## src/rtl/ex_muldiv_unit.sv

```systemverilog
// Iterative HI/LO multiply/divide unit beside the EX-stage ALU (radix-2, one bit per clock).
// Optional MULDIV_EARLY_OUT_EN: multiplies with a narrow multiplier finish in WIDTH/2 iterations.
module ex_muldiv_unit #(
  parameter int WIDTH = 32,
  parameter int CNT_W = $clog2(WIDTH) + 1
) (
  input  logic             clk,
  input  logic             rst_n,
  input  logic             req,
  input  logic [2:0]       op,
  input  logic [WIDTH-1:0] op_a,
  input  logic [WIDTH-1:0] op_b,
  input  logic             flush,
  output logic             stall,
  output logic             busy,
  output logic             done,
  output logic [WIDTH-1:0] mf_data,
  output logic [WIDTH-1:0] hi,
  output logic [WIDTH-1:0] lo
);

  typedef enum logic [1:0] {IDLE, CALC, FIX} state_t;

  state_t               state, state_nxt;
  logic [CNT_W-1:0]     cnt;
  logic [2*WIDTH-1:0]   acc;
  logic [WIDTH-1:0]     mcand;
  logic [WIDTH-1:0]     mplier;
  logic                 is_div, neg_q, neg_r, div0;

  logic                 start, mt, early;
  logic                 a_neg, b_neg;
  logic [WIDTH-1:0]     mag_a, mag_b;
  logic [WIDTH:0]       shifted, diff;
  logic [2*WIDTH-1:0]   mul_next;

  function automatic logic [WIDTH-1:0] cond_neg(input logic [WIDTH-1:0] x, input logic en);
    return en ? -x : x;
  endfunction

  function automatic logic [2*WIDTH-1:0] cond_neg2(input logic [2*WIDTH-1:0] x, input logic en);
    return en ? -x : x;
  endfunction

  assign busy  = (state != IDLE);
  assign stall = req && busy;
  assign start = req && !op[2] && !flush && (state == IDLE);
  assign mt    = req && (op[2:1] == 2'b11) && !flush && (state == IDLE);

  // Signed ops (even opcodes) work on magnitudes; signs are reapplied in FIX.
  assign a_neg = !op[0] && op_a[WIDTH-1];
  assign b_neg = !op[0] && op_b[WIDTH-1];
  assign mag_a = cond_neg(op_a, a_neg);
  assign mag_b = cond_neg(op_b, b_neg);

`ifdef MULDIV_EARLY_OUT_EN
  assign early = !op[1] && (mag_b[WIDTH-1:WIDTH/2] == '0);
`else
  assign early = 1'b0;
`endif

  // Restoring divide step: remainder in acc upper half, dividend/quotient in lower half.
  assign shifted  = {acc[2*WIDTH-1:WIDTH], acc[WIDTH-1]};
  assign diff     = shifted - {1'b0, mcand};
  // Multiply consumes the multiplier MSB-first so an early-out needs no final shift.
  assign mul_next = {acc[2*WIDTH-2:0], 1'b0} + (mplier[WIDTH-1] ? {{WIDTH{1'b0}}, mcand} : '0);

  always_comb begin
    mf_data = '0;
    if (op == 3'd4) mf_data = hi;
    else if (op == 3'd5) mf_data = lo;
  end

  always_comb begin
    state_nxt = state;
    case (state)
      IDLE:    if (start) state_nxt = CALC;
      CALC:    if (flush) state_nxt = IDLE;
               else if (cnt == CNT_W'(1)) state_nxt = FIX;
      FIX:     state_nxt = IDLE;
      default: state_nxt = IDLE;
    endcase
  end

  always_ff @(posedge clk or negedge rst_n) begin
    if (!rst_n) begin
      state  <= IDLE;
      done   <= 1'b0;
      cnt    <= '0;
      acc    <= '0;
      mcand  <= '0;
      mplier <= '0;
      is_div <= 1'b0;
      neg_q  <= 1'b0;
      neg_r  <= 1'b0;
      div0   <= 1'b0;
      hi     <= '0;
      lo     <= '0;
    end else begin
      state <= state_nxt;
      done  <= (state == FIX) && !flush;
      if (start) begin
        cnt    <= early ? CNT_W'(WIDTH/2) : CNT_W'(WIDTH);
        is_div <= op[1];
        neg_q  <= a_neg ^ b_neg;
        neg_r  <= a_neg;
        div0   <= op[1] && (op_b == '0);
        mcand  <= op[1] ? mag_b : mag_a;
        mplier <= early ? (mag_b << (WIDTH/2)) : mag_b;
        acc    <= op[1] ? {{WIDTH{1'b0}}, mag_a} : '0;
      end else if (state == CALC && !flush) begin
        cnt    <= cnt - CNT_W'(1);
        mplier <= {mplier[WIDTH-2:0], 1'b0};
        if (is_div)
          acc <= {(diff[WIDTH] ? shifted[WIDTH-1:0] : diff[WIDTH-1:0]),
                  acc[WIDTH-2:0], !diff[WIDTH]};
        else
          acc <= mul_next;
      end
      // FIX commit: sign correction, divide-by-zero forces an all-ones quotient.
      if (state == FIX && !flush) begin
        if (is_div) begin
          lo <= div0 ? '1 : cond_neg(acc[WIDTH-1:0], neg_q);
          hi <= cond_neg(acc[2*WIDTH-1:WIDTH], neg_r);
        end else begin
          {hi, lo} <= cond_neg2(acc, neg_q);
        end
      end else if (mt) begin
        if (op[0]) lo <= op_a;
        else       hi <= op_a;
      end
    end
  end

endmodule

```

## config.mk

```make
export PLATFORM = sky130hd
export DESIGN_NAME = ex_muldiv_unit
export DESIGN_NICKNAME = d
export VERILOG_FILES = /design/src/rtl/ex_muldiv_unit.sv
export SDC_FILE = /design/constraint.sdc
export NUM_CORES = 1
export LEC_CHECK = 0
export BUFFER_PORTS_ARGS = -buffer_cell sky130_fd_sc_hd__buf_2
export CORE_MARGIN = 2
export CORE_UTILIZATION = 65
export CTS_BUF_LIST = sky130_fd_sc_hd__clkbuf_8 sky130_fd_sc_hd__clkbuf_16
export CTS_CLUSTER_DIAMETER = 150
export DETAILED_ROUTE_END_ITERATION = 10
export GPL_TIMING_DRIVEN = 0
export PLACE_DENSITY = 0.87
export SYNTH_ARGS = -nofsm -noshare
export SYNTH_HDL_FRONTEND = slang
export SYNTH_SLANG_ARGS = --single-unit
```

## constraint.sdc

```tcl
create_clock -name clk -period 6.5 [get_ports clk]
set_input_delay 0.65 -clock clk [delete_from_list [all_inputs] [get_ports clk]]
set_output_delay 0.65 -clock clk [all_outputs]
set_load 0.02 [all_outputs]
```

==> reports/qor.txt <==
Status - completed
Rel. slew slack - 0.07725
WL/cell - 26.47 microns
Detail Route Antenna Nets - 0
1st-iter DRT viols - 2,539
Share of cells above drive strength 1 - 0.1096
Busiest grt layer - met2
Top-area cell type share of the netlist area - 0.3028
GRT met2 Usage - 0.7031
Asr flop ratio synth - 1.000
Number of global-route vias before repair - 17.00k
Critical-path cell list - clkbuf_1 > inv_1 > ha_1 > inv_1 > fa_1 > a211oi_1 > o21a_1 > a211oi_2 > o21ai_0 > a211oi_1 > nand2_1 > nor2_2 > a22oi_1 > nand3_1
Post-synth EDFFs - 0
Clk buf depth - 3
First-pass GRT wire length - 100,900 microns
Fin crit share - 0.8635
F_max - 0.1782 GHz
RD Place Congestion - 1.115
Aggregate global routing overflow - 0
CTS tree - yes
Slowest-stage cell, CP - a211oi_1
Worst setup EP type - flip-flop
Distinct cells, synth - 88
Cell Pwr Density - 431.4 mW/mm^2
Sink Count - 205
Critical path data required time - 6.95 ns
Max Fanout on Critical Path - 9
Area post-placement - 0.01823 sq mm
GR Layer Usage met3 - 0.1991
Setup Crit Path Kind - flip-flop to flip-flop
DP Wirelength - 52,630 microns
RSZ-0062 raised after global routing - no
GRT Total Usage - 0.4965
Synthesis-to-layout area growth - 12.24%
Final number of max-transition violations - 0
Startpoint types - flip-flop
Num rows - 59
Port-buffer cells - 165
Mapped cell area - 0.01694 sq mm
Sequential-to-total area share from yosys stat - 0.3028
Post-Route WL - 69,530 microns
Tmin final - 5.613 ns
Max IR drop VDD - 379.5 uV
Pin count of the biggest net entering global routing - 124
Final Core Density - 0.7360
Clk_lat worst skew - 0.54 ns
Synthesized flop and latch total - 205
Worst Path Arrival - 6.07 ns
Post-route setup TNS - 0 ns
Root Driver - clkbuf_16
IO Pins - 170
Skew final - 0.01321 ns
Iteration count of the initial detailed-routing pass - 6
Fin cells - 2,627
H-tree levels - 1
Initial antenna violation count - 2
DRC viols - 0
Hold Path Class - input port to async pin
Design area - 0.01902 sq mm
Buf/Inv on CP - 3
Dpl cells - 2,587
Final hold vios - 0
Area of the core - 0.02584 sq mm
Initial Utilization - 0.6558
Die height - 165.5 microns
Synth Instances - 2,086
Nets - 2,420
Total power - 8.204 mW
Via density - 7.052
Hold buffers post-CTS - 0
Cell family with most CP delay - compound AO/OA/AOI/OAI gates
# setup viols final - 0
Largest area contributor in the netlist - dfrtp_1
Max-cap viol count - 0
Die Footprint - 0.02738 sq mm
Most common flop cell mapped by yosys - dfrtp_1
Post_cts resized - 0
Yosys warnings - 0
Met1 Track Usage GR - 0.6322
Synth top area cells - dfrtp_1, o21ai_0, nand2_1
Final setup margin - 0.8874 ns
Static Leakage - 8.301 nW
CTS buffer count - 23
Pre-CTS setup slack - 1.349 ns
Worst-margin pin slew - 1.371 ns
Clk slew on worst S/H paths - 0.07 ns
Total number of vias - 18.53k
Min Hold Slack - 0.06473 ns
Die Wd - 165.5 microns
Mapped Nets - 2,229
Synth Area per Inst - 8.123 sq um
Post CTS Setup Buffer Count - 0
Max stage delay on crit path - 1.00 ns
-- logic make-up after synthesis --
logic type,Yosys count,share of synthesized area
compound gates,707,0.2743
xor+xnor,180,0.09304
fa+ha+maj,72,0.05405
buf+inv,213,0.04852
flops,205,0.3028
mux,56,0.03360
simple gates,653,0.1937
-- layout make-up --
cell class / count / area, sq um
diodes: 1 / 2.502
plain buffers: 138 / 540.5
clock buffers: 27 / 630.6
clock inverters: 12 / 157.7
fillers: 2012 / 6820
inverters: 75 / 281.5
multi-input cells: 1668 / 10990
flip-flops and latches: 205 / 5130
well taps: 335 / 419.2
repair buffers: 166 / 863.3
-- power breakdown --
group / internal [mW] / switching, mW
clock: 0.844 / 0.580
combinational: 1.65 / 2.86
sequential: 1.69 / 0.583
-- worst paths after layout --
kind / startpoint / endpoint / slack [ns] / cells after the start
min: rst_n / acc[63] / 0.06 / 1
min reg2reg: mplier[16] / mplier[16] / 0.50 / 2
max: acc[31] / acc[46] / 0.89 / 14
max reg2reg: acc[31] / acc[46] / 0.89 / 14
max in group asynchronous: rst_n / mcand[9] / 5.30 / 2
min in group clk: op_a[5] / lo[5] / 0.44 / 3
-- layer usage --
metal | vias up | part of all wire
met3 | 290 | 0.16
met5 | - | 0.0012
li1 | 8033 | -
met2 | 1484 | 0.40
met1 | 8713 | 0.36
met4 | 6 | 0.073
-- registers in the layout, summed over array words and instances, names as in the netlist, 2 cells and up --
| signal | flops |
|---|---|
| state | 2 |
| mcand | 32 |
| mplier | 32 |
| acc | 64 |
| cnt | 6 |
| hi | 32 |
| lo | 32 |
-- synthesized netlist by cell type, drive strengths merged, types with 7 or more instances --
| master | n |
|---|---|
| a211oi | 26 |
| a21o | 28 |
| a21oi | 140 |
| a22o | 37 |
| a22oi | 40 |
| a31oi | 22 |
| a32oi | 31 |
| and2 | 41 |
| and3 | 13 |
| and4 | 8 |
| buf | 26 |
| clkbuf | 112 |
| dfrtp | 205 |
| ha | 70 |
| inv | 75 |
| mux2 | 7 |
| mux2i | 49 |
| nand2 | 251 |
| nand2b | 22 |
| nand3 | 39 |
| nand4 | 25 |
| nor2 | 102 |
| nor2b | 24 |
| nor3 | 42 |
| nor3b | 11 |
| nor4 | 20 |
| o211ai | 39 |
| o21a | 10 |
| o21ai | 207 |
| o21bai | 13 |
| o221ai | 12 |
| o22ai | 18 |
| o31ai | 26 |
| o41ai | 11 |
| or3 | 25 |
| or4 | 10 |
| xnor2 | 83 |
| xor2 | 97 |
-- cell usage in the layout, fill, tap and decap left out, drive strengths merged, types with 25 or more instances in the layout --
cell type  count
a32oi         31
mux2i         49
and2          41
a22oi         40
xnor2         83
nand2        251
a21oi        140
dfrtp        205
a211oi        26
o31ai         26
xor2          97
or3           25
nor3          42
nand4         25
a21o          28
clkbuf       139
nand3         39
o211ai        39
inv           81
o21ai        207
a22o          37
ha            70
buf          192
nor2         102
No activity file was read; power rests on OpenSTA's default activity.
